File: config.mk
export PLATFORM = sky130hd
export DESIGN_NAME = icache_refill
export DESIGN_NICKNAME = d
export VERILOG_FILES = /design/src/rtl/icache_refill.sv
export SDC_FILE = /design/constraint.sdc
export NUM_CORES = 1
export LEC_CHECK = 0
export CAP_MARGIN = 20
export CORE_AREA = 3 3 291 293
export CTS_CLUSTER_DIAMETER = 50
export DETAILED_ROUTE_END_ITERATION = 10
export DIE_AREA = 0 0 294 296
export PLACE_DENSITY_LB_ADDON = 0.15
export REMOVE_ABC_BUFFERS = 1
export SYNTH_ARGS = -nofsm -noshare
export SYNTH_HDL_FRONTEND = slang
export SYNTH_SLANG_ARGS = --single-unit
File: constraint.sdc
create_clock -name clk -period 3.6 [get_ports clk]
set_input_delay 0.9 -clock clk [delete_from_list [all_inputs] [get_ports clk]]
set_output_delay 0.9 -clock clk [all_outputs]
set_load 0.02 [all_outputs]
File: src/rtl/icache_refill.sv
// icache_refill: I-cache miss fill engine.
// Watches the fetch lookup, fetches each missing 64-bit word from L2 one
// request at a time, then writes the whole fetch group into the cache on a
// single-cycle FILL pulse.
// Optional feature macro: ICACHE_REFILL_TIMEOUT_EN (L2 response timeout and
// the refill_timeout output).
module icache_refill #(
    parameter int ADDR_W      = 64,
    parameter int WORD_W      = 64,
`ifdef ICACHE_REFILL_TIMEOUT_EN
    parameter int TIMEOUT_CYC = 255,
`endif
    parameter int LANES       = 4
) (
    input  logic                      clk,
    input  logic                      reset,
    input  logic                      fetch_valid,
    input  logic [ADDR_W-1:0]         address,
    input  logic [LANES-1:0]          cache_hit,
    input  logic                      flush,
    output logic                      refill_busy,
    output logic                      l2_req_valid,
    output logic [ADDR_W-1:0]         l2_req_addr,
    input  logic                      l2_req_ready,
    input  logic                      l2_rsp_valid,
    input  logic [WORD_W-1:0]         l2_rsp_data,
    output logic [LANES*ADDR_W-1:0]   data_in_adderss,
    output logic [LANES*WORD_W-1:0]   data_in_data,
    output logic [LANES-1:0]          data_in_start,
`ifdef ICACHE_REFILL_TIMEOUT_EN
    output logic                      refill_timeout,
`endif
    output logic [31:0]               refill_count
);

    localparam int LW = $clog2(LANES);

    typedef enum logic [2:0] {IDLE, REQ, RESP, FILL, SETTLE, DRAIN} state_t;

    state_t                         state, state_nxt;
    logic [ADDR_W-1:0]              base_q;
    logic [LANES-1:0]               mask_q;
    logic [LW-1:0]                  lane_q;
    logic [LANES-1:0][WORD_W-1:0]   buf_q;
    logic [LANES-1:0][ADDR_W-1:0]   lane_addr;
    logic [LANES-1:0][WORD_W-1:0]   lane_data;
    logic [LW:0]                    first_pick, next_pick;
    logic                           accept, hs, rsp_take, waiting, tmo;

    // Returns {found, index} of the lowest set mask bit strictly above 'above'.
    function automatic logic [LW:0] pick_lane(input logic [LANES-1:0] mask, input int above);
        pick_lane = '0;
        for (int i = LANES-1; i >= 0; i--)
            if (mask[i] && i > above) pick_lane = {1'b1, LW'(i)};
    endfunction

    assign accept     = (state == IDLE) && fetch_valid && (cache_hit != '1) && !flush;
    assign hs         = (state == REQ) && l2_req_ready;
    assign rsp_take   = (state == RESP) && l2_rsp_valid && !flush && !tmo;
    assign waiting    = (state == RESP) || (state == DRAIN);
    assign first_pick = pick_lane(~cache_hit, -1);
    assign next_pick  = pick_lane(mask_q, int'(lane_q));

    // Per-lane fill view: every lane gets its address, only missed lanes carry data.
    for (genvar n = 0; n < LANES; n++) begin : g_lane
        assign lane_addr[n] = base_q + ADDR_W'(8*n);
        assign lane_data[n] = mask_q[n] ? buf_q[n] : '0;
    end

`ifdef ICACHE_REFILL_TIMEOUT_EN
    logic [7:0] tcnt;

    // Wait counter: restarts on any state change, counts cycles spent waiting for L2.
    always_ff @(posedge clk or negedge reset) begin
        if (!reset)                 tcnt <= '0;
        else if (state_nxt != state) tcnt <= '0;
        else if (waiting)           tcnt <= tcnt + 8'd1;
    end

    assign tmo            = waiting && !l2_rsp_valid && (tcnt == 8'(TIMEOUT_CYC-1));
    assign refill_timeout = tmo;
`else
    assign tmo = 1'b0;
`endif

    // State register plus miss context, response buffers and the refill counter.
    always_ff @(posedge clk or negedge reset) begin
        if (!reset) begin
            state        <= IDLE;
            base_q       <= '0;
            mask_q       <= '0;
            lane_q       <= '0;
            buf_q        <= '0;
            refill_count <= '0;
        end else begin
            state <= state_nxt;
            if (accept) begin
                base_q <= address;
                mask_q <= ~cache_hit;
                lane_q <= first_pick[LW-1:0];
            end
            if (rsp_take) begin
                buf_q[lane_q] <= l2_rsp_data;
                lane_q        <= next_pick[LW-1:0];
            end
            if (state == FILL && refill_count != '1)
                refill_count <= refill_count + 32'd1;
        end
    end

    // Next-state and output decode; a FILL already in progress still pulses on flush.
    always_comb begin
        state_nxt       = state;
        refill_busy     = (state != IDLE);
        l2_req_valid    = 1'b0;
        l2_req_addr     = '0;
        data_in_start   = '0;
        data_in_adderss = '0;
        data_in_data    = '0;
        case (state)
            IDLE: begin
                if (accept) state_nxt = REQ;
            end
            REQ: begin
                l2_req_valid = 1'b1;
                l2_req_addr  = base_q + ADDR_W'({lane_q, 3'b000});
                if (flush)   state_nxt = hs ? DRAIN : IDLE;
                else if (hs) state_nxt = RESP;
            end
            RESP: begin
                if (tmo)               state_nxt = IDLE;
                else if (flush)        state_nxt = l2_rsp_valid ? IDLE : DRAIN;
                else if (l2_rsp_valid) state_nxt = next_pick[LW] ? REQ : FILL;
            end
            FILL: begin
                data_in_start   = mask_q;
                data_in_adderss = lane_addr;
                data_in_data    = lane_data;
                state_nxt       = flush ? IDLE : SETTLE;
            end
            SETTLE: state_nxt = IDLE;
            DRAIN: begin
                if (tmo || l2_rsp_valid) state_nxt = IDLE;
            end
            default: state_nxt = IDLE;
        endcase
    end

endmodule

---- After elaboration in Yosys (flattened, before gate mapping) ----
Index checks and enable logic that the tools add are counted.
storage, ports and cells
  logic and storage cells ................. 78
  input port bits ......................... 138
  output and inout bits ................... 614
  register bits after elaboration ......... 361
operators by class
  reductions and logical operators ........ 16
  multiplexer cells ....................... 32
  $add $sub $neg .......................... 5
  bitwise operators ....................... 1
  equal/unequal tests ..................... 10
  magnitude comparators ................... 5
operator list
  kind                     count
  $mux W256                2
  $mux W64                 6
  $bwmux W256              1
  $add A64 B5 Y64 const B  2
  $demux W64 S2            1
  $add A64 B4 Y64 const B  1
  $add A64 B5 Y64          1
  $mux W3                  12
  $add A32 B1 Y32 const B  1
  $ne A32 B32 Y1 const B   1
  $pmux W3 S5              1
  $mux W2                  7
  $logic_and A1 B1 Y1      11
  $eq A3 B2 Y1 const B     2
  $ne A3 B3 Y1 const B     2
  $gt A2 B2 Y1 const A     2
  $mux W4                  1
  $ne A2 B2 Y1 const B     2
  $ne A4 B4 Y1 const B     1
  $not A4 Y4               1
  $reduce_and A4 Y1        1
  $eq A3 B1 Y1 const B     1
  $eq A3 B3 Y1 const B     1
  $logic_not A3 Y1         1
  7 further kinds          7

---- Depth between registers and ports, before layout ----
  depth after elaboration ................. 9
  gate-level depth with buffers ........... 8
  mapped depth without buffers ............ 7

---- Least setup slack after synthesis ----
No wires, ideal clock.
  path type ............................... register -> output
  start ................................... reg base_q[3]
  end ..................................... out data_in_adderss[239]
  setup slack ............................. 134 ps
  arrival time ............................ 2,566 ps
  data required time ...................... 2,700 ps
  cell stages (with the launch flop) ...... 9
  path buffers ............................ 1
  cells stage by stage .................... dfrtp_1 clkbuf_1 inv_1 ha_1 nand3b_1 nor3_1 nand3_1 or3_1 a21oi_1
on the way
  longest elaborated chain between the ends .. 2
RTL lines
  item                    line  source
  start, declared         41    logic [ADDR_W-1:0] base_q;
  start signal, assigned  98    base_q <= address;
  $add A64 B5 Y64         66    assign lane_addr[n] = base_q + ADDR_W'(8*n);
  $mux W256               120   case (state)
  end, declared           27    output logic [LANES*ADDR_W-1:0] data_in_adderss,
Every way passes these cells.

---- Worst setup path in the final report ----
  start ................................... reg base_q[26]
  end ..................................... out l2_req_addr[39]
on the way
  longest elaborated chain between the ends .. 2
RTL lines
  item             line  source
  $add A64 B5 Y64  126   l2_req_addr = base_q + ADDR_W'({lane_q, 3'b000});
  $mux W64         120
  end, declared    23    output logic [ADDR_W-1:0] l2_req_addr,
Every way passes these cells.

==> run metrics <==
status=finished, violations left; violated checks=negative setup slack; GRT Overall Usage=0.266; die width=294 um; GRT Residual Overflow=0; EDFF count, synth=0; Placed Cells=4281; post-synth top area share=0.412; Final Critical Period=3.81 ns; clock sink count=361; vias in the first global route=24175; unrepaired setup endpoints after global routing=yes; Fmax achieved=262 MHz; Clock Skew=0.0881 ns; Die H=296 um; area grow syn2layout=81.8%; most common cell after layout, fill and taps aside=buf_4; Seq/Total Area, Yosys=0.412; Top FF cell, synth=dfrtp_1; Slew Limit Fails=0; mean routed wirelength per cell=27.0 um; clock tree buffer depth=3; syn_area_per_cell=9.66 um^2; Worst-path clk slew=0.06 ns; pwr dens=661 nW/um^2; maximum vdd drop=0.354 mV; FFs w/ async S/R, synth=1.00; max-cap violations=0; share of cells above drive strength 1=0.458; initial antenna violation count=7; clk root buf=clkbuf_16; CP Max Fanout=3; final cycle utilization of the critical path=1.06; CP required=2.70 ns; HP Class=in -> async; Design Area, Final=39900 um^2; critical path capture point type=output port; Syn Std Cell Area=21900 um^2; CTS tree=done; final non-filler cell total=4555; most frequent cells in the layout=buf_4, mux2_2, dfrtp_1, dlygate4sd2_1, and3_1; Synth area leaders=dfrtp_1, mux2_2, and3_1, xor2_1, nor2_1; vias=23673; largest net degree at the start of global routing=68; Area after DPL=33300 um^2; worst skew pair latency=0.64 ns; Pleak=0.0199 uW; final hold violation count=0; drt via density=5.20; routed wire length=123000 um; first-pass GRT wire length=172000 um; Yosys reg bits=361; critical path data arrival time=2.91 ns; startpoint types=flip-flop; DRC violations left=0; Iter 0 DRT Violations=1329; die footprint=87000 um^2; I/O pin count=752; Cells after Synth=2271; Final Wtd Congestion=0.981; Initial Util=0.267; core area=82100 um^2; Worst Tran Pin Value=0.614 ns; Final WS setup=-0.210 ns; # nets final=3576; Final setup viols=82; htree depth=2; Netlist cell types=57; antenna viol nets, final=0; hpwl dp=91500 um; Port Buffers=751; number of cell rows=105; First-pass DRT Iterations=8; max_slew headroom=0.591; largest area contributor in the netlist=dfrtp_1; Num CTS Buffers=60; critical path class=reg -> out; yosys warns=0
==> synthesized netlist by cell type (34+ instances only) <==
master,n
a21oi_1,62
and2_1,48
and3_1,275
clkbuf_1,114
dfrtp_1,361
mux2_2,324
nand2_1,120
nand3_1,73
nand4_1,81
nor2_1,206
nor3_1,34
o21ai_0,76
o31ai_1,34
or3_1,42
xnor2_1,71
xor2_1,91
==> critical path: stages, from the launching register on <==
cell and delay, ns:
dfrtp_1 0.38, buf_12 0.13, buf_12 0.11, nand4_1 0.12
or2_4 0.30, or3_4 0.36, buf_6 0.14, o41ai_4 0.54
buf_12 0.19
==> where the power goes <==
part	switching, uW	total, uW	internal, uW	leakage (uW)
registers	1290	6830	5540	0.00473
logic	7500	13400	5880	0.0141
clock network	2340	6160	3820	0.00106
total	11100	26400	15200	0.0199
==> through the flow <==
stage | worst slack (ns) | util | hold slack, ns | power [uW] | setup TNS, ns
after global routing | -0.288 | 0.486 | 0.212 | 27400 | -16.84
final | -0.210 | 0.486 | 0.216 | 26400 | -5.90
after CTS | -0.234 | 0.456 | 0.196 | 25300 | -7.83
after detailed placement | -0.301 | 0.406 | 0.487 | 18200 | -5.66
after floorplan | -3.00 | - | 0.471 | 11600 | -1197.89
after global placement | -0.339 | 0.406 | 0.480 | 18100 | -6.07
==> timing repair <==
item                                   in CTS  in global routing
cloned                                      4                  0
resized for setup                        1420                520
hold buffers                                0                  0
buffers inserted                           93                 81
pin swaps                                 150                170
setup endpoints to repair                 496                222
endpoints found under the hold margin       0                  0
==> path summary, 6_finish.rpt <==
| kind | slack (ns) | cells past startpoint | end | start |
|---|---|---|---|---|
| worst max-delay path | -0.21 | 8 | l2_req_addr[39] | base_q[26] |
| worst min-delay path | 0.22 | 1 | base_q[22] | reset |
| worst max register to register | 1.12 | 7 | buf_q[173] | state[0] |
| worst min register to register | 0.50 | 1 | buf_q[161] | buf_q[161] |
| max in group asynchronous | 2.44 | 3 | buf_q[247] | reset |
| min in group clk | 0.50 | 1 | buf_q[161] | buf_q[161] |
==> sequential cells by signal, indices dropped and copies added (netlist names) <==
| signal | flops |
|---|---|
| base_q | 64 |
| mask_q | 4 |
| buf_q | 256 |
| refill_count | 32 |
| lane_q | 2 |
| state | 3 |
==> cells by family after synthesis <==
| logic type | count (synthesis) | synth area share |
|---|---|---|
| xor gates and xnor gates | 162 | 0.0647 |
| adders and majority gates | 8 | 0.00491 |
| DFF | 361 | 0.412 |
| buffers and inverters | 228 | 0.0438 |
| and+or+nand+nor | 980 | 0.250 |
| AOI/OAI and AO/OA | 190 | 0.0499 |
| muxes | 342 | 0.175 |
==> metal layers <==
layer	routed length [um]	vias to the layer above	share of wire	track usage
li1	-	10384	-	-
met1	47200	12123	0.38	0.310
met2	61900	921	0.50	0.477
met3	8330	243	0.068	0.0631
met4	5390	2	0.044	0.0958
met5	13	-	0.00011	0
==> area by class of cell <==
cell class | instances | area (um^2)
antenna | 3 | 7.51
fill | 7668 | 42200
clock inverter | 41 | 537
tap | 1070 | 1340
inverter | 32 | 123
timing repair buffer | 1293 | 12200
sequential | 361 | 9080
multi-input combinational | 1682 | 14900
clock buffer | 73 | 1640
Note: power is estimated with default switching activity, not from simulation.
